$ cat src/rtl/comp2_serial.sv
// comp2_serial: multi-cycle two's-complement unit (pass, negate, abs, saturating negate).
// The operand is consumed DIGIT bits per cycle, LSB first, through a single digit-wide
// adder with a carry register. The visible result M only changes on the DONE edge.
//
// Handshake: a request is accepted on any rising edge where start=1 and the unit is
// in IDLE or DONE; busy=1 while digits are processed; done is a one-cycle pulse marking
// m/ovf as newly valid; start while busy=1 is dropped, never queued.
module comp2_serial #(
    parameter int WIDTH = 8,
    parameter int DIGIT = 1
) (
    input  logic             clk,
    input  logic             rst,
    input  logic             start,
    input  logic [1:0]       mode,
    input  logic [WIDTH-1:0] a,
    output logic             busy,
    output logic             done,
    output logic [WIDTH-1:0] m,
    output logic             ovf,
    output logic [1:0]       state_dbg
);

    localparam int N     = WIDTH / DIGIT;
    localparam int CNT_W = (N > 1) ? $clog2(N) : 1;

    localparam logic [CNT_W-1:0] LAST_CNT = CNT_W'(N - 1);
    localparam logic [WIDTH-1:0] MIN_VAL  = {1'b1, {(WIDTH-1){1'b0}}};
    localparam logic [WIDTH-1:0] SAT_VAL  = ~MIN_VAL;

    typedef enum logic [1:0] {
        S_IDLE = 2'd0,
        S_BUSY = 2'd1,
        S_DONE = 2'd2
    } state_t;

    state_t state, state_nx;

    logic             accept;
    logic             last_digit;

    // Latched operation context
    logic [WIDTH-1:0] a_sh;
    logic [WIDTH-1:0] res_sh;
    logic             inv_q;
    logic             carry_q;
    logic [CNT_W-1:0] cnt;
    logic             ovf_pend;
    logic             sat_pend;

    // Request decode
    logic             inv_in;
    logic             a_is_min;
    logic             ovf_in;
    logic             sat_in;

    // Digit datapath
    logic [DIGIT-1:0] digit_x;
    logic [DIGIT:0]   sum;
    logic [WIDTH-1:0] res_next;

    assign state_dbg  = state;
    assign last_digit = (cnt == LAST_CNT);

    // State register
    always_ff @(posedge clk or posedge rst) begin
        if (rst) begin
            state <= S_IDLE;
        end else begin
            state <= state_nx;
        end
    end

    // Next-state logic and handshake outputs; DONE accepts a new request back-to-back
    always_comb begin
        state_nx = state;
        accept   = 1'b0;
        busy     = 1'b0;
        done     = 1'b0;
        case (state)
            S_IDLE: begin
                if (start) begin
                    accept   = 1'b1;
                    state_nx = S_BUSY;
                end
            end
            S_BUSY: begin
                busy = 1'b1;
                if (last_digit) begin
                    state_nx = S_DONE;
                end
            end
            S_DONE: begin
                done = 1'b1;
                if (start) begin
                    accept   = 1'b1;
                    state_nx = S_BUSY;
                end else begin
                    state_nx = S_IDLE;
                end
            end
            default: begin
                state_nx = S_IDLE;
            end
        endcase
    end

    // Mode decode: the carry-in always equals the inversion flag, so one bit covers both
    always_comb begin
        inv_in = 1'b0;
        case (mode)
            2'b00:   inv_in = 1'b0;
            2'b01:   inv_in = 1'b1;
            2'b11:   inv_in = 1'b1;
            default: inv_in = a[WIDTH-1];
        endcase
        a_is_min = (a == MIN_VAL);
        ovf_in   = a_is_min && (mode != 2'b00);
        sat_in   = a_is_min && (mode == 2'b11);
    end

    // One digit of (a ^ inv) + carry; the new digit enters the result from the top
    always_comb begin
        digit_x  = a_sh[DIGIT-1:0] ^ {DIGIT{inv_q}};
        sum      = {1'b0, digit_x} + {{DIGIT{1'b0}}, carry_q};
        res_next = WIDTH'({sum[DIGIT-1:0], res_sh} >> DIGIT);
    end

    // Datapath: latch on accept, shift per digit, publish m/ovf on the final digit
    always_ff @(posedge clk or posedge rst) begin
        if (rst) begin
            a_sh     <= '0;
            res_sh   <= '0;
            inv_q    <= 1'b0;
            carry_q  <= 1'b0;
            cnt      <= '0;
            ovf_pend <= 1'b0;
            sat_pend <= 1'b0;
            m        <= '0;
            ovf      <= 1'b0;
        end else if (accept) begin
            a_sh     <= a;
            res_sh   <= '0;
            inv_q    <= inv_in;
            carry_q  <= inv_in;
            cnt      <= '0;
            ovf_pend <= ovf_in;
            sat_pend <= sat_in;
        end else if (state == S_BUSY) begin
            a_sh    <= a_sh >> DIGIT;
            res_sh  <= res_next;
            carry_q <= sum[DIGIT];
            cnt     <= cnt + CNT_W'(1);
            if (last_digit) begin
                m   <= sat_pend ? SAT_VAL : res_next;
                ovf <= ovf_pend;
            end
        end
    end

endmodule
$ cat config.mk
export PLATFORM = sky130hd
export DESIGN_NAME = comp2_serial
export DESIGN_NICKNAME = d
export VERILOG_FILES = /design/src/rtl/comp2_serial.sv
export SDC_FILE = /design/constraint.sdc
export NUM_CORES = 1
export LEC_CHECK = 0
export CAP_MARGIN = 20
export CORE_UTILIZATION = 31
export CTS_CLUSTER_DIAMETER = 200
export DETAILED_ROUTE_END_ITERATION = 12
export GPL_ROUTABILITY_DRIVEN = 0
export GPL_TIMING_DRIVEN = 1
export PLACE_DENSITY_LB_ADDON = 0.2
export SYNTH_ARGS = -nofsm -noshare
export SYNTH_HDL_FRONTEND = slang
export SYNTH_SLANG_ARGS = --single-unit
$ cat constraint.sdc
create_clock -name clk -period 3.5 [get_ports clk]
set_input_delay 0.35 -clock clk [delete_from_list [all_inputs] [get_ports clk]]
set_output_delay 0.35 -clock clk [all_outputs]
set_load 0.02 [all_outputs]
==> results.tsv <==
stage	metric	value	unit
clock_tree	deepest clock path buffer count	2	
logic_synthesis	top cells by area, synth	dfrtp_1, nand2_1, a22o_1, o21ai_0, nor2_1	
logic_synthesis	mux cell area share after synthesis	0.8079	%
sta	clk_skew	6.882	ps
logic_synthesis	largest area contributor in the netlist	dfrtp_1	
logic_synthesis	Synth Area in Compound Gates	14.81	%
power_and_ir_drop	leakage	0.0007763	µW
sta	final setup vio count	0	
power_and_ir_drop	Peak supply drop	0.2215	mV
logic_synthesis	Cell Area, Synth	1394	µm²
floorplanning	Die Span Y	69.06	µm
routing	first drt pass iteration count	4	
logic_synthesis	number of synthesized flops with an enable pin	0	
placement	hpwl dp	1.866	mm
clock_tree	worst-skew pair later-pin latency	280	ps
logic_synthesis	XOR/XNOR Fraction of Synth Area	0.6284	%
layout	register area	825.8	µm²
grt	first-pass GRT wire length	4.698	mm
worst_setup_path	Worst R2R Path Depth	4	
layout	Filler cells	446	
logic_synthesis	Mapped Nets	152	
grt	vias in the first global route	1026	
logic_synthesis	sequential-to-total area share from yosys stat	59.25	%
clock_tree	root buf cell	clkbuf_8	
routing	top routing layer used	met4	
clock_tree	CTS tree	done	
hold_path	Hold Path Class	in2async	
layout	final non-filler cell total	215	
logic_synthesis	Cells after Synth	136	
logic_synthesis	Mapped Avg Cell Area	10.25	µm²
placement	Placed Cells	207	
logic_synthesis	asr flop ratio synth	100.0	%
sta	crit path time final	2455	ps
run	number of max-cap violations	0	
power_and_ir_drop	power density cells	873.6	nW/µm²
worst_setup_path	CP startpoint kind	flip-flop	
logic_synthesis	most frequent cells after synthesis	dfrtp_1, nand2_1, nor2_1	
clock_tree	clk sinks	33	
sta	final hold viol count	0	
status	status	finished, final reports clean	
sta	Final Cycle Share	70.14	%
layout	multi-input logic area	509.2	µm²
layout	ant diodes	0	
routing	via count	1045	
routing	WL per Instance	12.42	µm
layout	share of cells above drive strength 1	6.748	%
floorplanning	Ports	26	
logic_synthesis	Post-synth top flop	dfrtp_1	
worst_setup_path	kind of critical path	reg2out	
worst_setup_path	Crit path depth	3	
floorplanning	Die X	69.06	µm
routing	final wirelength	2.670	mm
sta	Rel. slew slack	52.59	%
routing	Met3 Wirelength	121	µm
floorplanning	Starting Density	32.23	%
sta	Fmax	407.4	MHz
clock_tree	H-tree depth	2	
logic_synthesis	most frequent cell after synthesis	dfrtp_1	
logic_synthesis	adder-cell share of the synthesized area	2.693	%
floorplanning	num rows	24	
layout	nets	178	
logic_synthesis	area share of the leading cell type in the synthesized netlist	59.25	%
grt	initial antenna violation count	0	
clock_tree	post-CTS resize count	0	
sta	setup TNS	0	ps
logic_synthesis	Ys Warns	0	
worst_setup_path	Worst path slowest cell	clkdlybuf4s50_1	
logic_synthesis	largest family of logic cells by synthesized area	simple AND/OR/NAND/NOR gates	
placement	Buffers on Ports	25	
clock_tree	hold buffers post-CTS	0	
grt	largest net degree at the start of global routing	34	
floorplanning	core footprint	4324	µm²
routing	Residual DRC	0	
routing	M1 WL	1.309	mm
placement	worst slack, placed	1347	ps
worst_setup_path	element type at the critical path end	primary output	
routing	met2 wire len	1.188	mm
logic_synthesis	synthesized flop and latch total	33	
logic_synthesis	Synth Area in Simple Gates	17.59	%
worst_setup_path	CP top delay family	buffers and inverters	
worst_setup_path	CP max FO	19	
layout	layout overhead on the synthesized area	25.85	%
worst_setup_path	cell-by-cell trace of the critical path	nand2b_1 > inv_4 > clkdlybuf4s50_1	
clock_tree	Reg clk slew, reported paths	70	ps
routing	remaining antenna violation count after routing	0	
floorplanning	Die Footprint	4769	µm²
routing	post-DR vias/cell	4.860	
grt	gr ovfl total	0	
clock_tree	post-CTS setup buffer count	0	
sta	RSZ-0062 raised after global routing	no	
sta	PnR worst setup slack	1045	ps
worst_setup_path	crit path DAT	2100	ps
grt	GRT Resource Usage Total	12.50	%
sta	Worst-Margin Slew	711.1	ps
clock_tree	Num CTS Buffers	5	
worst_setup_path	Worst path max stage delay	640	ps
routing	1st-iter DRT viols	86	
logic_synthesis	synth unique cells	25	
worst_setup_path	Buf/Inv on CP	2	
sta	Final Max Tran Viols	0	
worst_setup_path	Worst Path Required	3150	ps
layout by cell type, fill, tap and decap left out:
| cell | n |
|---|---|
| and2b_1 | 1 |
| mux2_2 | 1 |
| nand3b_1 | 1 |
| clkbuf_1 | 1 |
| xor2_1 | 1 |
| nor2b_1 | 1 |
| nor4_1 | 1 |
| nand3_1 | 2 |
| ha_1 | 3 |
| inv_1 | 2 |
| clkbuf_8 | 5 |
| buf_4 | 1 |
| o21ai_0 | 13 |
| nand2b_1 | 3 |
| clkinv_2 | 2 |
| a21oi_1 | 1 |
| nor2_1 | 16 |
| inv_4 | 1 |
| nor4b_1 | 1 |
| nor2_4 | 1 |
| a211oi_1 | 1 |
| clkdlybuf4s50_1 | 25 |
| dfrtp_1 | 33 |
| nand2_1 | 29 |
| a22o_1 | 9 |
| a31oi_1 | 8 |
through the flow:
stage / power, µW / util [%] / hold WS, ps / area (µm²)
3_5_place_dp: 1283 / 38.66 / 469.4 / 1672
3_3_place_gp: 1259 / 38.66 / 459.8 / 1672
2_1_floorplan: 1088 / - / 446.0 / 1394
6_report: 1532 / 40.57 / 472.9 / 1754
4_1_cts: 1558 / 40.57 / 475.4 / 1754
5_1_grt: 1669 / 40.57 / 491.6 / 1754
where the power goes:
part / total [µW] / leakage (µW) / switching [µW] / internal, µW
Clock: 268 / 0.0000450 / 130 / 138
Sequential: 643 / 0.000412 / 99.3 / 544
Combinational: 622 / 0.000319 / 333 / 289
Total: 1530 / 0.000776 / 562 / 970
cells by family (layout without fill, tap and decap cells):
logic type               Yosys count  after routing
adder cells (fa/ha/maj)            3              3
XOR/XNOR                           1              1
AND/OR/NAND/NOR                   56             56
flip-flops                        33             33
buffers and inverters             10             37
multiplexers                       1              1
AO/OA/AOI/OAI                     32             32
tightest hold or removal path: stages:
cell and delay, ps:
clkdlybuf4s50_1 400, inv_1 50, buf_4 370
area by class of cell:
cell class                 instances  area share [%]
clock inverter                     2          0.5706
inverter                           3          0.7846
sequential                        33           47.08
timing repair buffer              26           14.69
multi-input combinational         93           29.03
clock buffer                       6           4.137
tap                               52           3.709
routing by layer:
layer,vias up,track usage (%)
li1,520,-
met1,492,15.40
met2,26,19.42
met3,7,4.825
met4,0,5.442
met5,-,0
registers in the layout, indices dropped and copies added, names as in the netlist:
register,flops
a_sh,8
carry_q,1
cnt,3
inv_q,1
m,8
ovf,1
ovf_pend,1
res_sh,7
sat_pend,1
state_dbg,2
path summary, 6_finish.rpt:
| kind | start | end | slack, ps |
|---|---|---|---|
| max | state_dbg[1] | busy | 1050 |
| min | rst | sat_pend | 470 |
| max reg2reg | cnt[0] | ovf | 1680 |
| min reg2reg | m[3] | m[3] | 480 |
| max in group asynchronous | rst | a_sh[2] | 2730 |
| min in group clk | m[3] | m[3] | 480 |
Note: power is estimated with default switching activity, not from simulation.
